`config.mk`:
```
export PLATFORM = sky130hd
export DESIGN_NAME = div_unit
export DESIGN_NICKNAME = d
export VERILOG_FILES = /design/src/rtl/div_unit_pkg.sv /design/src/rtl/div_step.sv /design/src/rtl/div_unit.sv
export SDC_FILE = /design/constraint.sdc
export NUM_CORES = 1
export LEC_CHECK = 0
export ABC_AREA = 1
export BUFFER_PORTS_ARGS = -buffer_cell sky130_fd_sc_hd__clkbuf_2
export CORE_ASPECT_RATIO = 1.75
export CORE_UTILIZATION = 36
export CTS_CLUSTER_DIAMETER = 30
export DETAILED_ROUTE_END_ITERATION = 10
export PLACE_DENSITY_LB_ADDON = 0.05
export SLEW_MARGIN = 20
export SYNTH_ARGS = -nofsm -noshare
export SYNTH_HDL_FRONTEND = slang
export SYNTH_SLANG_ARGS = --single-unit
```
`constraint.sdc`:
```
create_clock -name iCLK -period 6.1 [get_ports iCLK]
set_input_delay 0.915 -clock iCLK [delete_from_list [all_inputs] [get_ports iCLK]]
set_output_delay 0.915 -clock iCLK [all_outputs]
set_load 0.05 [all_outputs]
```
`src/rtl/div_unit_pkg.sv`:
```
// Shared execute-stage definitions: divide opcodes (ALU encoding), datapath width, zero constant.
package div_unit_pkg;

  localparam int XLEN = 32;

  localparam logic [4:0] OPADD  = 5'd0;
  localparam logic [4:0] OPDIV  = 5'd16;
  localparam logic [4:0] OPDIVU = 5'd17;
  localparam logic [4:0] OPREM  = 5'd18;
  localparam logic [4:0] OPREMU = 5'd19;

  localparam logic [XLEN-1:0] ZERO = '0;

  function automatic logic is_div_op(input logic [4:0] op);
    return (op == OPDIV) || (op == OPDIVU) || (op == OPREM) || (op == OPREMU);
  endfunction

endpackage

```
`src/rtl/div_step.sv`:
```
// One combinational restoring-division step: shift in a dividend bit, trial-subtract, restore on borrow.
module div_step #(
  parameter int XLEN = 32
) (
  input  logic [XLEN-1:0] rem_in,
  input  logic [XLEN-1:0] divisor,
  input  logic            dbit,
  output logic [XLEN-1:0] rem_out,
  output logic            qbit
);

  logic [XLEN:0]   trial;
  logic [XLEN+1:0] diff;
  logic            unused_diff_bit;

  assign trial = {rem_in, dbit};
  assign diff  = {1'b0, trial} - {2'b00, divisor};
  assign qbit  = ~diff[XLEN+1];
  // The remainder is always below the divisor, so the kept difference fits in XLEN bits.
  assign rem_out = qbit ? diff[XLEN-1:0] : trial[XLEN-1:0];
  assign unused_diff_bit = diff[XLEN];

endmodule

```
`src/rtl/div_unit.sv`:
```
// Iterative radix-2 restoring divider for DIV/DIVU/REM/REMU; stalls the pipeline while busy.
// Optional last-result reuse cache enabled by defining DIV_RESULT_REUSE_EN.
module div_unit
  import div_unit_pkg::*;
#(
  parameter int XLEN   = div_unit_pkg::XLEN,
  parameter int UNROLL = 1
) (
  input  logic            iCLK,
  input  logic            iRST_n,
  input  logic            iStart,
  input  logic [4:0]      iControl,
  input  logic [XLEN-1:0] iA,
  input  logic [XLEN-1:0] iB,
  input  logic            iFlush,
  output logic            oStall,
  output logic            oBusy,
  output logic            oValid,
  output logic [XLEN-1:0] oResult
);

  localparam int STEPS = XLEN / UNROLL;
  localparam int CNT_W = (STEPS > 1) ? $clog2(STEPS) : 1;
  localparam logic [CNT_W-1:0] CNT_LOAD = CNT_W'(STEPS - 1);
  localparam logic [XLEN-1:0]  MIN_NEG  = {1'b1, {(XLEN-1){1'b0}}};

  typedef enum logic [1:0] {
    S_IDLE = 2'd0,
    S_CALC = 2'd1,
    S_FIX  = 2'd2,
    S_DONE = 2'd3
  } state_t;

  function automatic logic signed [XLEN-1:0] cond_neg(input logic signed [XLEN-1:0] v,
                                                      input logic neg);
    return neg ? -v : v;
  endfunction

  state_t state_q, state_n;
  logic             accept, stall;
  logic [CNT_W-1:0] cnt_q;
  logic             op_rem_q, a_neg_q, b_neg_q;
  logic [XLEN-1:0]  quo_q, rem_q, dvs_q, res_q;

  logic            op_ok, op_sgn, op_rem, a_neg, b_neg;
  logic [XLEN-1:0] a_abs, b_abs;
  logic            div0, ovf, special, hit;
  logic [XLEN-1:0] spec_res, hit_res;
  logic signed [XLEN-1:0] q_fix, r_fix;

  assign op_ok   = is_div_op(iControl);
  assign op_sgn  = (iControl == OPDIV) || (iControl == OPREM);
  assign op_rem  = (iControl == OPREM) || (iControl == OPREMU);
  assign a_neg   = op_sgn & iA[XLEN-1];
  assign b_neg   = op_sgn & iB[XLEN-1];
  assign a_abs   = a_neg ? -iA : iA;
  assign b_abs   = b_neg ? -iB : iB;
  assign div0    = (iB == '0);
  assign ovf     = op_sgn && (iA == MIN_NEG) && (iB == '1);
  assign special = div0 | ovf;
  // Divide-by-zero takes priority: REM by zero returns the raw dividend.
  assign spec_res = div0 ? (op_rem ? iA : '1) : (op_rem ? '0 : MIN_NEG);

`ifdef DIV_RESULT_REUSE_EN
  logic            cache_vld_q, cache_sgn_q, pend_sgn_q;
  logic [XLEN-1:0] cache_a_q, cache_b_q, cache_quo_q, cache_rem_q;
  logic [XLEN-1:0] pend_a_q, pend_b_q;

  assign hit     = cache_vld_q && (iA == cache_a_q) && (iB == cache_b_q) && (op_sgn == cache_sgn_q);
  assign hit_res = op_rem ? cache_rem_q : cache_quo_q;
`else
  assign hit     = 1'b0;
  assign hit_res = '0;
`endif

  // Step chain: UNROLL restoring steps per clock, MSB-first through the dividend.
  logic [UNROLL:0][XLEN-1:0] rem_chain;
  logic [UNROLL-1:0]         qbits;
  logic [XLEN-1:0]           quo_next;

  assign rem_chain[0] = rem_q;
  for (genvar k = 0; k < UNROLL; k++) begin : g_step
    div_step #(.XLEN(XLEN)) u_step (
      .rem_in  (rem_chain[k]),
      .divisor (dvs_q),
      .dbit    (quo_q[XLEN-1-k]),
      .rem_out (rem_chain[k+1]),
      .qbit    (qbits[UNROLL-1-k])
    );
  end
  assign quo_next = {quo_q[XLEN-1-UNROLL:0], qbits};

  assign q_fix = cond_neg(quo_q, a_neg_q ^ b_neg_q);
  assign r_fix = cond_neg(rem_q, a_neg_q);

  always_comb begin
    state_n = state_q;
    accept  = 1'b0;
    stall   = 1'b0;
    case (state_q)
      S_IDLE: begin
        accept = iStart & op_ok & ~iFlush;
        stall  = accept;
        if (accept) state_n = (special | hit) ? S_DONE : S_CALC;
      end
      S_CALC: begin
        stall = 1'b1;
        if (cnt_q == '0) state_n = S_FIX;
      end
      S_FIX: begin
        stall   = 1'b1;
        state_n = S_DONE;
      end
      S_DONE:  state_n = S_IDLE;
      default: state_n = S_IDLE;
    endcase
    if (iFlush) state_n = S_IDLE;
  end

  always_ff @(posedge iCLK or negedge iRST_n) begin
    if (!iRST_n) state_q <= S_IDLE;
    else         state_q <= state_n;
  end

  // Datapath: operand capture at accept, iteration in CALC, sign fix-up and result in FIX.
  always_ff @(posedge iCLK or negedge iRST_n) begin
    if (!iRST_n) begin
      cnt_q    <= '0;
      op_rem_q <= 1'b0;
      a_neg_q  <= 1'b0;
      b_neg_q  <= 1'b0;
      quo_q    <= '0;
      rem_q    <= '0;
      dvs_q    <= '0;
      res_q    <= '0;
`ifdef DIV_RESULT_REUSE_EN
      cache_vld_q <= 1'b0;
      cache_sgn_q <= 1'b0;
      cache_a_q   <= '0;
      cache_b_q   <= '0;
      cache_quo_q <= '0;
      cache_rem_q <= '0;
      pend_sgn_q  <= 1'b0;
      pend_a_q    <= '0;
      pend_b_q    <= '0;
`endif
    end else begin
      case (state_q)
        S_IDLE: begin
          if (accept) begin
            op_rem_q <= op_rem;
            a_neg_q  <= a_neg;
            b_neg_q  <= b_neg;
            quo_q    <= a_abs;
            dvs_q    <= b_abs;
            rem_q    <= '0;
            cnt_q    <= CNT_LOAD;
            if (special)  res_q <= spec_res;
            else if (hit) res_q <= hit_res;
`ifdef DIV_RESULT_REUSE_EN
            pend_sgn_q <= op_sgn;
            pend_a_q   <= iA;
            pend_b_q   <= iB;
`endif
          end
        end
        S_CALC: begin
          rem_q <= rem_chain[UNROLL];
          quo_q <= quo_next;
          cnt_q <= cnt_q - CNT_W'(1);
        end
        S_FIX: begin
          if (!iFlush) begin
            res_q <= op_rem_q ? r_fix : q_fix;
`ifdef DIV_RESULT_REUSE_EN
            cache_vld_q <= 1'b1;
            cache_sgn_q <= pend_sgn_q;
            cache_a_q   <= pend_a_q;
            cache_b_q   <= pend_b_q;
            cache_quo_q <= q_fix;
            cache_rem_q <= r_fix;
`endif
          end
        end
        default: ;
      endcase
`ifdef DIV_RESULT_REUSE_EN
      if (iFlush) cache_vld_q <= 1'b0;
`endif
    end
  end

  assign oStall  = stall;
  assign oBusy   = (state_q != S_IDLE);
  assign oValid  = (state_q == S_DONE);
  assign oResult = res_q;

endmodule

```
==> flow_summary_export.csv, run 1 <==
group,metric,value,unit
worst_setup_path,end_kind,"register",
floorplan,start_util,36.4,%
route,firstDrtPassIters,5,
floorplan,pin_count,108,
floorplan,fp-row-count,93,
clock_tree,cts_hold_buffers,0,
timing,grt_setup_unrepaired,"no",
cells_and_area,drive_gt1_share,7.83,%
clock_tree,cts-resized-gates,0,
worst_setup_path,startpoint_type,"register",
cells_and_area,layout.cells.non_filler,2850,
cells_and_area,seq_area,3450,um^2
cells_and_area,layout_commonest_cell,"nand2_1",
placement,io_buffers,107,
clock_tree,clk_latency,0.46,ns
synth,synth_edf_count,0,
route,met1Wirelength,20000,um
clock_tree,cts_root_buf,"clkbuf_16",
timing,max_freq,310,MHz
route,drt-vias-per-instance,5.23,
timing,finalClockSkew,0.0173,ns
flow_run,drv_cap,0,
synth,synth-seq-area-share,25.8,%
floorplan,chipHeight,257,um
power,p_leak,0.00799,uW
synth,syn_nets,2417,
synth,ys_ff_latch,138,
clock_tree,postCtsSetupBuffers,0,
floorplan,core,36800,um^2
worst_setup_path,crit_chain,"inv_1 -> ha_1 -> buf_4 -> inv_1 -> a211oi_1 -> nand2_1 -> buf_4 -> clkinv_2 -> nand3_1 -> nand2_1",
cells_and_area,fill_cells,4216,
cells_and_area,n_antenna_cell,0,
cells_and_area,syn2layout_area_growth,10.7,%
timing,post-route-period-util,52.9,%
route,wl_per_cell,19.8,um
placement,gp_congestion,0.937,
route,drt-total-wl,56400,um
route,met3WireLength,1290,um
floorplan,die_area,38000,um^2
route,drt_iter0_drc,722,
synth,synth.avg_cell_area,5.82,um^2
synth,synth_area,13400,um^2
route,top_layer_used,"met4",
clock_tree,cts_buffers,17,
hold_path,worstHoldStart,"oResult[13]",
worst_setup_path,critPathMaxStageDelay,0.76,ns
timing,hold_viol,0,
clock_tree,cts_tree,"yes",
worst_setup_path,rrSetupSlack,2.87,ns
cells_and_area,layout.nets,2479,
worst_setup_path,cp_slowest_cell,"inv_1",
power,ir_worst_vdd,0.000173,V
cells_and_area,multi_input_area,8390,um^2
cells_and_area,final_cell_mix,"770 x nand2_1, 308 x inv_1, 299 x nand3_1, 237 x nor2_1, 158 x o21ai_0",
worst_setup_path,critPathMaxFanout,38,
grt,grt_max_degree,84,
synth,yosys_warnings,0,
clock_tree,cts_buffer_depth,2,
clock_tree,cts_max_level,4,
placement,dp_cells,2818,
floorplan,die_x,148,um
timing,slew_violations,0,
route,ant_nets,0,
timing,tns,0,ns
timing,tightest_slew,0.974,ns
grt,grt_pass1_vias,14600,
route,dr_wl_met2,30600,um
route,routed-via-count,14900,
synth,ys_types,45,
worst_setup_path,startpoint,"state_q[0]",
hold_path,hp-class,"register to register",
timing,post-route-min-period,3.23,ns
clock_tree,clkTransAtPathRegs,0.08,ns
status,outcome,"completed",
synth,async_flop_share,100,%
power,power.density,420,nW/um^2
grt,grt.overflow.total,0,
worst_setup_path,cp.arrival,3.57,ns
synth,yosys_most_used_dff,"dfrtp_1",
worst_setup_path,reg2reg_from,"state_q[0]",
worst_setup_path,crit_required,6.44,ns
synth,synth_cells,2300,
timing,slew_headroom,35.0,%
route,drc_errors,0,
timing,setup_violations,0,
worst_setup_path,critPathKind,"register to register",
grt,grt_pass1_wl,85300,um
clock_tree,clock_sink_count,138,
grt,grtUsageTotal,30.2,%
cells_and_area,utilization,40.3,%
placement,dpl.hpwl,46300,um
worst_setup_path,cpLargestDelayFamily,"buffers and inverters",
grt,grt_antenna_before_repair,0,
worst_setup_path,crit_buf_inv,5,
==> synth_stat cells (18+ instances only) <==
library cell,instances,area share (%)
inv_1,308,8.6
nand2_1,770,22
buf_2,24,0.90
o21ai_0,158,5.9
nand3_1,299,11
o211ai_1,18,1.0
clkbuf_1,36,1.0
a21oi_1,74,2.8
nor3_1,20,0.75
xor2_1,28,1.8
ha_1,43,4.0
nor2_1,237,6.6
nand4_1,41,1.9
dfrtp_1,138,26
==> worst reg2reg max path, cell delays in order, from the launching register on <==
cell and delay, ns:
dfrtp_1 0.37, inv_1 0.08, ha_1 0.19, buf_4 0.26, inv_1 0.77, a211oi_1 0.17, nand2_1 0.12, buf_4 0.38
clkinv_2 0.50, nand3_1 0.22, nand2_1 0.07
==> per-stage QoR <==
stage               worst slack, ns  instance area [um^2]  hold slack, ns  total power (uW)
finish                         2.87                 14800           0.484              6230
global route                   2.54                 14800           0.507              6740
CTS                            2.86                 14800           0.486              6250
detailed placement             2.72                 14300           0.464              5170
global placement               2.72                 14300           0.468              5160
floorplan                      2.71                 13400           0.453              3950
==> state kept, by name, summed over array words and instances, names as in the netlist <==
signal / cells
rem_q: 32
quo_q: 32
dvs_q: 32
a_neg_q: 1
state_q: 2
oResult: 32
op_rem_q: 1
b_neg_q: 1
cnt_q: 5
==> per-layer routing <==
| layer | global-route usage (%) | up-vias |
|---|---|---|
| met4 | 23.1 | 0 |
| li1 | - | 7505 |
| met1 | 29.3 | 6878 |
| met5 | 0 | - |
| met3 | 2.82 | 140 |
| met2 | 57.9 | 371 |
==> logic make-up after synthesis <==
logic type               after synthesis  share of synthesized area, %
AND/OR/NAND/NOR                     1398                          44.1
buffers and inverters                391                          11.7
AO/OA/AOI/OAI                        285                          11.4
flip-flops                           138                          25.8
XOR/XNOR                              44                          2.88
adder cells (fa/ha/maj)               44                          4.17
==> power by group <==
part	switching, uW	total (uW)	internal, uW
logic	2650	3700	1050
registers	269	1480	1210
clock network	507	1050	544
==> path summary, 6_finish.rpt <==
check	end	depth (start not counted)
hold / removal	oResult[13]	2
setup / recovery	oResult[30]	10
max in group asynchronous	rem_q[21]	2
setup reg to reg	oResult[30]	10
hold reg to reg	oResult[13]	2
min in group asynchronous	dvs_q[12]	1
==> cell type report <==
type                    count  area share [%]
clock buffers              17            2.87
inverters                 314            7.96
multi-input cells        1771            56.6
flip-flops and latches    138            23.3
clock inverters            15            1.00
repair buffers            120            4.31
well taps                 475            4.01
(Power assumes the default switching activity.)
==> run 2, diff against run 1 <==
- clock period: 6.1 -> 3.3 ns (I/O delays scaled with it)
==> run 2 against run 1 <==
Critical path depth grew 1; clock-buffer cell count grew 1; global-route usage increased by 0.52 points; final area grew 0.89%; sequential power increased by 86%; register-to-register slack worse by 2.2 ns; clock power increased by 91%; worst setup slack got worse by 2.2 ns; die area unchanged; sequential cell count unchanged.
==> flow_summary_export.csv, run 2 (synthesis results as in run 1) <==
group,metric,value,unit
grt,grt_pass1_vias,14700,
floorplan,core,36800,um^2
worst_setup_path,timing.critical_path.mode_cell,"nand3_1",
clock_tree,cts_root_buf,"clkbuf_16",
timing,grt_setup_unrepaired,"no",
timing,tns,0,ns
clock_tree,cts_buffer_depth,2,
power,ir_worst_vdd,0.000344,V
clock_tree,clk_latency,0.45,ns
timing,finalClockSkew,0.0159,ns
cells_and_area,layout.nets,2491,
power,intPower,5340,uW
grt,grt.overflow.total,0,
floorplan,chipHeight,257,um
floorplan,die_x,148,um
hold_path,hp-class,"primary input to asynchronous set/reset pin",
floorplan,die_area,38000,um^2
placement,placement.cell_area,14400,um^2
route,drt-vias-per-instance,5.24,
route,drt-total-wl,57400,um
clock_tree,postCtsSetupBuffers,0,
clock_tree,clock_sink_count,138,
cells_and_area,n_antenna_cell,0,
cells_and_area,syn2layout_area_growth,11.7,%
route,ant_nets,0,
timing,slew_headroom,41.6,%
cells_and_area,fin_area,15000,um^2
timing,slew_violations,0,
power,p_leak,0.00805,uW
worst_setup_path,r2r_cells,11,
clock_tree,cts_tree,"yes",
flow_run,drv_cap,0,
placement,gp_congestion,0.995,
floorplan,start_util,36.4,%
worst_setup_path,crit_chain,"inv_1 -> ha_1 -> nand3_1 -> nor2_1 -> nand3_1 -> nand2_1 -> nand3_1 -> nand3_1 -> nand3_1 -> nand3_1 -> nand2_1",
clock_tree,cts_hold_buffers,0,
clock_tree,cts_buffers,17,
worst_setup_path,critPathMaxStageDelay,0.54,ns
clock_tree,cts-resized-gates,0,
grt,grtUsageTotal,30.8,%
route,routed-via-count,15000,
timing,hold_viol,0,
cells_and_area,fill_cells,4204,
power,seqPwrFrac,23.6,%
worst_setup_path,crit_required,3.64,ns
worst_setup_path,critPathKind,"register to register",
timing,tightest_slew,0.873,ns
status,outcome,"completed",
placement,dpl.hpwl,47800,um
route,drt_iter0_drc,833,
route,wl_per_cell,20.1,um
cells_and_area,drive_gt1_share,8.25,%
placement,io_buffers,107,
worst_setup_path,end_kind,"register",
floorplan,fp-row-count,93,
route,drc_errors,0,
route,firstDrtPassIters,5,
timing,post-route-min-period,2.67,ns
grt,grt_antenna_before_repair,0,
power,switching_share,54.3,%
grt,grt_max_degree,63,
worst_setup_path,cp.arrival,3.01,ns
cells_and_area,layout_commonest_cell,"nand2_1",
timing,post-route-period-util,81.0,%
worst_setup_path,cp_slowest_cell,"nor2_1",
floorplan,pin_count,108,
power,clkPwrFrac,17.2,%
power,power.density,781,nW/um^2
grt,grt_pass1_wl,86500,um
clock_tree,cts_max_level,4,
timing,setup_violations,0,
power,switchingPower,6340,uW
timing,whs,0.0336,ns
worst_setup_path,startpoint_type,"register",
timing,max_freq,374,MHz
power,pwr-share-comb,59.2,%
clock_tree,clkTransAtPathRegs,0.07,ns
cells_and_area,final_cell_mix,"770 x nand2_1, 308 x inv_1, 299 x nand3_1, 237 x nor2_1, 158 x o21ai_0",
worst_setup_path,critPathMaxFanout,7,
run 2: routing by layer:
| metal | vias up | wire (um) | global-route usage (%) |
|---|---|---|---|
| met5 | - | 0 | 0 |
| met3 | 136 | 1430 | 2.46 |
| met1 | 6967 | 20000 | 29.7 |
| met2 | 375 | 31300 | 59.5 |
| met4 | 0 | 4680 | 23.2 |
| li1 | 7517 | - | - |
run 2: cell type report:
type,count,area [um^2],area share [%]
clock buffers,18,429,2.87
clock inverters,14,163,1.09
inverters,314,1180,7.89
multi-input cells,1771,8390,56.1
flip-flops and latches,138,3450,23.1
well taps,475,594,3.97
repair buffers,132,754,5.04
run 2: power by group through the flow:
stage	sequential, uW	combinational, uW	clock (uW)
floorplan	2800	4500	0
global placement	2770	6880	0
detailed placement	2780	6880	0
CTS	2750	6920	2050
global route	2820	7700	2090
finish	2760	6910	2010
run 2: through the flow:
stage / util (%) / setup WS, ns / total power (uW) / std cells
after floorplan: - / 0.620 / 7300 / 2300
after global placement: 39.1 / 0.318 / 9650 / 2830
after detailed placement: 39.1 / 0.282 / 9660 / 2830
after CTS: 40.7 / 0.634 / 11700 / 2862
after global routing: 40.7 / 0.428 / 12600 / 2862
final: 40.7 / 0.628 / 11700 / 2862
run 2: critical path, delay by kind of cell, from the launching register on:
kind | cells | cell delay [ns]
AND/OR/NAND/NOR | 9 | 1.81
flip-flops | 1 | 0.38
adder cells (fa/ha/maj) | 1 | 0.24
buffers and inverters | 1 | 0.14
run 2: final timing paths:
path | startpoint | endpoint | slack [ns]
setup / recovery | quo_q[1] | oResult[30] | 0.63
hold / removal | iRST_n | dvs_q[13] | 0.03
setup reg to reg | quo_q[1] | oResult[30] | 0.63
hold reg to reg | oResult[9] | oResult[9] | 0.49
max in group asynchronous | iRST_n | oResult[29] | 2.54
min in group iCLK | iB[0] | dvs_q[0] | 0.36
